===== src/rtl/pipe_ctrl.sv =====
// pipe_ctrl: pipeline hazard controller.
//   Combinational per-stage stall vector (mem > ex > load priority), and a
//   RUN/PEND/FLUSH redirect FSM that turns an exception pulse into a
//   registered one-cycle flush carrying the captured target PC.
//   Adds a sticky consecutive-stall watchdog and a saturating stall counter.
// Ports:
//   clk, rst              : rising-edge clock, synchronous active-high reset
//   stallreq_for_load/ex/mem : hazard requests from ID / EX / MEM
//   except_valid, except_pc  : redirect request pulse and target
//   stall [STALL_W]       : hold vector, bit 0 = PC, bit i = stage i
//   flush, new_pc         : one-cycle registered flush and its target
//   stall_timeout         : sticky watchdog error
//   stall_cycles [CNT_W]  : saturating count of cycles with stall[0]=1
module pipe_ctrl #(
  parameter int STALL_W   = 6,
  parameter int ID_IDX    = 2,
  parameter int EX_IDX    = 3,
  parameter int MEM_IDX   = 4,
  parameter int MAX_STALL = 64,
  parameter int CNT_W     = 32
) (
  input  logic               clk,
  input  logic               rst,
  input  logic               stallreq_for_load,
  input  logic               stallreq_for_ex,
  input  logic               stallreq_for_mem,
  input  logic               except_valid,
  input  logic [31:0]        except_pc,
  output logic [STALL_W-1:0] stall,
  output logic               flush,
  output logic [31:0]        new_pc,
  output logic               stall_timeout,
  output logic [CNT_W-1:0]   stall_cycles
);

  // Contiguous masks covering bits [idx:0].
  localparam logic [STALL_W-1:0] ALL_ONES = {STALL_W{1'b1}};
  localparam logic [STALL_W-1:0] MEM_MASK = ALL_ONES >> (STALL_W - 1 - MEM_IDX);
  localparam logic [STALL_W-1:0] EX_MASK  = ALL_ONES >> (STALL_W - 1 - EX_IDX);
  localparam logic [STALL_W-1:0] ID_MASK  = ALL_ONES >> (STALL_W - 1 - ID_IDX);

  // Watchdog counter only needs to reach MAX_STALL, where it saturates.
  localparam int               RUN_W = $clog2(MAX_STALL + 1);
  localparam logic [RUN_W-1:0] MAX_V = RUN_W'(MAX_STALL);

  typedef enum logic [1:0] {
    RUN   = 2'd0,
    PEND  = 2'd1,
    FLUSH = 2'd2
  } state_t;

  state_t           state;
  state_t           next_state;
  logic             cap_en;
  logic [RUN_W-1:0] run_cnt;
  logic [RUN_W-1:0] run_cnt_nxt;

  // State register.
  always_ff @(posedge clk) begin
    if (rst) state <= RUN;
    else     state <= next_state;
  end

  // Next state, capture enable and stall vector.
  always_comb begin
    next_state = state;
    cap_en     = 1'b0;
    stall      = '0;

    // The flush cycle itself never holds: the wrong-path instructions are
    // being discarded and the PC is being redirected.
    if (!rst && state != FLUSH) begin
      if      (stallreq_for_mem)  stall = MEM_MASK;
      else if (stallreq_for_ex)   stall = EX_MASK;
      else if (stallreq_for_load) stall = ID_MASK;
    end

    case (state)
      RUN: begin
        if (except_valid) begin
          cap_en     = 1'b1;
          // A stalled MEM stage cannot be flushed mid-access; wait it out.
          next_state = stallreq_for_mem ? PEND : FLUSH;
        end
      end
      PEND: begin
        // Later exceptions are ignored: the first one wins.
        if (!stallreq_for_mem) next_state = FLUSH;
      end
      FLUSH:   next_state = RUN;
      default: next_state = RUN;
    endcase
  end

  assign flush = (state == FLUSH);

  always_comb begin
    run_cnt_nxt = '0;
    if (stall != '0) begin
      run_cnt_nxt = (run_cnt == MAX_V) ? run_cnt : run_cnt + RUN_W'(1);
    end
  end

  always_ff @(posedge clk) begin
    if (rst) begin
      new_pc        <= '0;
      run_cnt       <= '0;
      stall_timeout <= 1'b0;
      stall_cycles  <= '0;
    end else begin
      if (cap_en) new_pc <= except_pc;
      run_cnt <= run_cnt_nxt;
      if (run_cnt_nxt == MAX_V) stall_timeout <= 1'b1;
      if (stall[0] && stall_cycles != {CNT_W{1'b1}}) begin
        stall_cycles <= stall_cycles + CNT_W'(1);
      end
    end
  end

endmodule


===== config.mk =====
export PLATFORM = sky130hd
export DESIGN_NAME = pipe_ctrl
export DESIGN_NICKNAME = d
export VERILOG_FILES = /design/src/rtl/pipe_ctrl.sv
export SDC_FILE = /design/constraint.sdc
export NUM_CORES = 1
export LEC_CHECK = 0
export CORE_UTILIZATION = 45
export DETAILED_ROUTE_END_ITERATION = 12
export PLACE_DENSITY = 0.79
export SYNTH_ARGS = -nofsm -noshare
export SYNTH_HDL_FRONTEND = slang
export SYNTH_SLANG_ARGS = --single-unit

===== constraint.sdc =====
create_clock -name clk -period 2.6 [get_ports clk]
set_input_delay 0.78 -clock clk [delete_from_list [all_inputs] [get_ports clk]]
set_output_delay 0.78 -clock clk [all_outputs]
set_load 0.02 [all_outputs]

[Word level (Yosys, flattened, before mapping)]
Cells that the tools add are included.
Storage, ports and cells
  bits in registers: 74
  latch bits: 0
  RAM bits: 0
  ROM bits: 0
  input bits: 38
  word-level logic and storage cells: 33
  memories: 0
Cells by class
  add/subtract/negate cells: 2
  multiply operators: 0
  div/mod/pow operators: 0
  magnitude comparators: 0
  equality and inequality tests: 8
  shifts and indexed selects: 0
  multiplexer cells: 12
  bitwise gates (word level): 0
  reduce and logical (&&, ||, !) cells: 6
Operators by type and width (number)
  adder 32 x 1 -> 32 bit (second input constant): 1
  inequality test 32 bit (second input constant): 1
  == test 7 bit (second input constant): 2
  2-to-1 mux 7 bit: 2
  2-to-1 mux 5 bit: 2
  adder 7 x 1 -> 7 bit (second input constant): 1
  2-to-1 mux 2 bit: 3
  inequality test 2 bit (second input constant): 3
  nonzero test 6 bit: 1
  2-to-1 mux 4 bit: 1
  case mux 2 bit (2 select lines): 1
  2-to-1 mux 3 bit: 1
  == test 2 x 1 -> 1 bit (second input constant): 1
  == test 2 bit (second input constant): 1
  logical AND 1 bit: 2
  logical NOT 2 bit: 1
  2-to-1 mux 1 bit: 2
  AND reduction 2 bit: 1
  logical NOT 1 bit: 1

[Logic depth before layout (Yosys ltp)]
  word-level depth: 7
  mapped depth: 9
  gate-level depth less buffers: 7

[Least setup slack after synthesis]
OpenSTA, ideal clock, no wires.
  kind: input port to output port
  start point: input port rst
  end point: output port stall[1]
  arrival time: 1692 ps
  path slack: 128 ps
  stages: 5
  buffers on the path: 3
  cell sequence: or3_1 > buf_6 > inv_1 > buf_4 > buf_4
On the way
  cells in the longest elaborated chain, start to end: 3
Ends and longest elaborated chain
  from (decl): line 23  | input logic rst,
  logical NOT 1 bit: line 72  | if (!rst && state != FLUSH) begin
  logical AND 1 bit: line 72
  2-to-1 mux 5 bit: line 72
  to (decl): line 29  | output logic [STALL_W-1:0] stall,
No other way between the ends.

[Worst setup path after layout]
  start point: input port stallreq_for_ex
  end point: output port stall[1]
On the way
  cells in the longest elaborated chain, start to end: 3
Ends and longest elaborated chain
  from (decl): line 25  | input logic stallreq_for_ex,
  2-to-1 mux 4 bit: line 74  | else if (stallreq_for_ex) stall = EX_MASK;
  2-to-1 mux 5 bit: line 73  | if (stallreq_for_mem) stall = MEM_MASK;
  2-to-1 mux 5 bit: line 72
No other way between the ends.

==> reports/qor.txt <==
status: completed
CORE AREA: 0.00687 mm^2
synth warn: 0
GRT Total Usage: 23.3%
Setup crit end kind: output port
routability congestion estimate: 0.798
Area Growth Syn to Fin: 44.2%
ys flop type: dfxtp_1
Skew-Pair Late Insertion Delay: 340 ps
CTS Hold Bufs: 0
asr flop ratio synth: 0%
Hold Crit Class: register to register
sequential area share after synthesis: 45.6%
pwr/cell area: 509 mW/mm^2
Final Skew: 7.92 ps
peak supply drop: 316 uV
Ant. Diodes: 0
drt pass-1 iters: 4
DIE AREA: 0.00756 mm^2
initial antenna violation count: 0
IO buf count: 108
routed wire length: 8230 um
Clock Sinks: 74
Final ANT Viol Nets: 0
post-synthesis cell type count: 48
WL/cell: 13.4 um
CTS tree: done
largest cells by area after synthesis: dfxtp_1 46%, nand2_1 9.4%, a21oi_1 8.5%
crit path DAT: 1710 ps
Max Fanout on Critical Path: 4
Slew Limit Headroom: 52.5%
Yosys top cell area share: 45.6%
total grt overflow: 0
Die Ht: 87.0 um
leak pwr: 1.63 nW
Synth top cells by count: 81 x nand2_1, 74 x dfxtp_1, 55 x a21oi_1, 24 x nor2_1, 17 x clkbuf_1
CTS H-tree lvls: 3
final setup fails: 0
Worst Max-Slew Pin Slew: 709 ps
hpwl dp: 5840 um
DR vias/cell: 5.35
Critical Path RT: 1820 ps
share of cells above drive strength 1: 10.0%
Hold WS: 453 ps
placed inst area: 0.00449 mm^2
Yosys reg bits: 74
Starting Density: 47.3%
syn_area_per_cell: 8.18 um^2
Vias: 3296
number of max-cap violations: 0
Tcrit/Tclk final: 95.9%
synthesized cell area: 0.00325 mm^2
die width: 87.0 um
clock-pin slew on the worst setup and hold paths: 70 ps
first-pass GRT wire length: 13800 um
Fin. Hold Viols: 0
FMAX: 0.401 GHz
EDFF count, synth: 0
count leader, synth: nand2_1
final setup TNS: 0 ps
Finished Cell Area: 0.00468 mm^2
DRC Markers: 0
Mapped Cells: 397
post-synth top area cell: dfxtp_1
post-layout min period: 2490 ps
CTS Buffer Depth: 2
io pins: 110
unrepaired setup endpoints after global routing: no
CTS root buffer: clkbuf_8
row cnt: 30
Setup WS post-layout: 106 ps
Core Util, Final: 68.2%
Synthesized Nets: 438
Final Max Slew Viols: 0
TritonCTS Buffers: 9
vias in the first global route: 3085
Post-layout nets: 556
Startpoint Class: input pin
largest net degree at the start of global routing: 39
DRT iter0 DRCs: 137
pre-CTS WS: -651 ps
critical path class: input pin to output port
[flip-flops by register name (all words and copies together), names as in the netlist]
| register | flops |
|---|---|
| stall_cycles | 32 |
| run_cnt | 7 |
| state | 2 |
| new_pc | 32 |
| stall_timeout | 1 |
[metal layers]
metal	track usage (%)	vias up	part of all wire (%)
li1	-	1638	-
met1	28.4	1525	45
met2	36.9	121	45
met3	9.19	12	8.5
met4	8.94	0	1.5
met5	0	-	0
[critical path: stages]
cell and delay, ps:
dlygate4sd2_1 210, nor3_1 60, or3_4 390, inv_2 130, buf_6 140
[per-stage QoR]
step | instances | total power [mW]
3_5_place_dp | 599 | 1.56
5_1_grt | 616 | 2.49
6_report | 616 | 2.38
3_3_place_gp | 599 | 1.55
2_1_floorplan | 397 | 1.39
4_1_cts | 616 | 2.41
[repair_timing]
item / in CTS / in global routing
setup endpoints to repair: 10 / 3
resized for setup: 24 / 2
buffers inserted: 1 / 0
pin swaps: 1 / 0
[area by class of cell]
cell class	instances	area, um^2
timing repair buffer	131	1250
fill	580	2180
clock inverter	3	40.0
clock buffer	13	139
inverter	10	37.5
sequential	74	1480
tap	96	120
multi-input combinational	289	1620
[cell families after synthesis]
group           after synthesis  share of synthesized area (%)
flops                        74                           45.6
simple gates                179                           27.5
buf+inv                      34                           4.78
compound gates               92                           16.9
xor+xnor                     11                           2.97
mux                           3                           1.00
other cells                   1                          0.115
fa+ha+maj                     3                           1.16
[worst paths after layout]
kind	startpoint	to	slack, ps	cells after the start
worst max-delay path	stallreq_for_ex	stall[1]	110	5
worst min-delay path	new_pc[31]	new_pc[31]	450	2
worst max register to register	stall_cycles[21]	stall_cycles[1]	200	6
worst min register to register	new_pc[31]	new_pc[31]	450	2
[layout by cell type, fill, tap and decap left out, types with 2 or more instances in the layout]
cell,Yosys,final
clkdlybuf4s50_1,0,99
nand2_1,81,81
dfxtp_1,74,74
a21oi_1,55,54
nor2_1,24,24
buf_4,5,23
nand3_1,16,16
or4_1,14,14
or3_1,14,13
o31ai_1,11,11
o21ai_0,11,11
inv_1,10,9
clkbuf_8,0,9
nand4_1,7,7
xor2_1,7,7
dlygate4sd2_1,0,5
xnor2_1,4,4
clkbuf_1,17,4
nor3_1,3,3
nor2b_1,3,3
o2111ai_1,3,3
ha_1,3,3
buf_6,1,3
or3_4,1,2
mux2_2,2,2
and4_1,2,2
o41ai_1,2,2
and2_1,2,2
nor4_1,2,2
o31a_1,2,2
clkinv_2,0,2
[report_power, final]
| part | leakage, nW | switching (mW) | internal [mW] |
|---|---|---|---|
| sequential | 0.602 | 0.0263 | 1.17 |
| clock | 0.0914 | 0.406 | 0.442 |
| combinational | 0.940 | 0.170 | 0.167 |
Note: power is estimated with default switching activity, not from simulation.
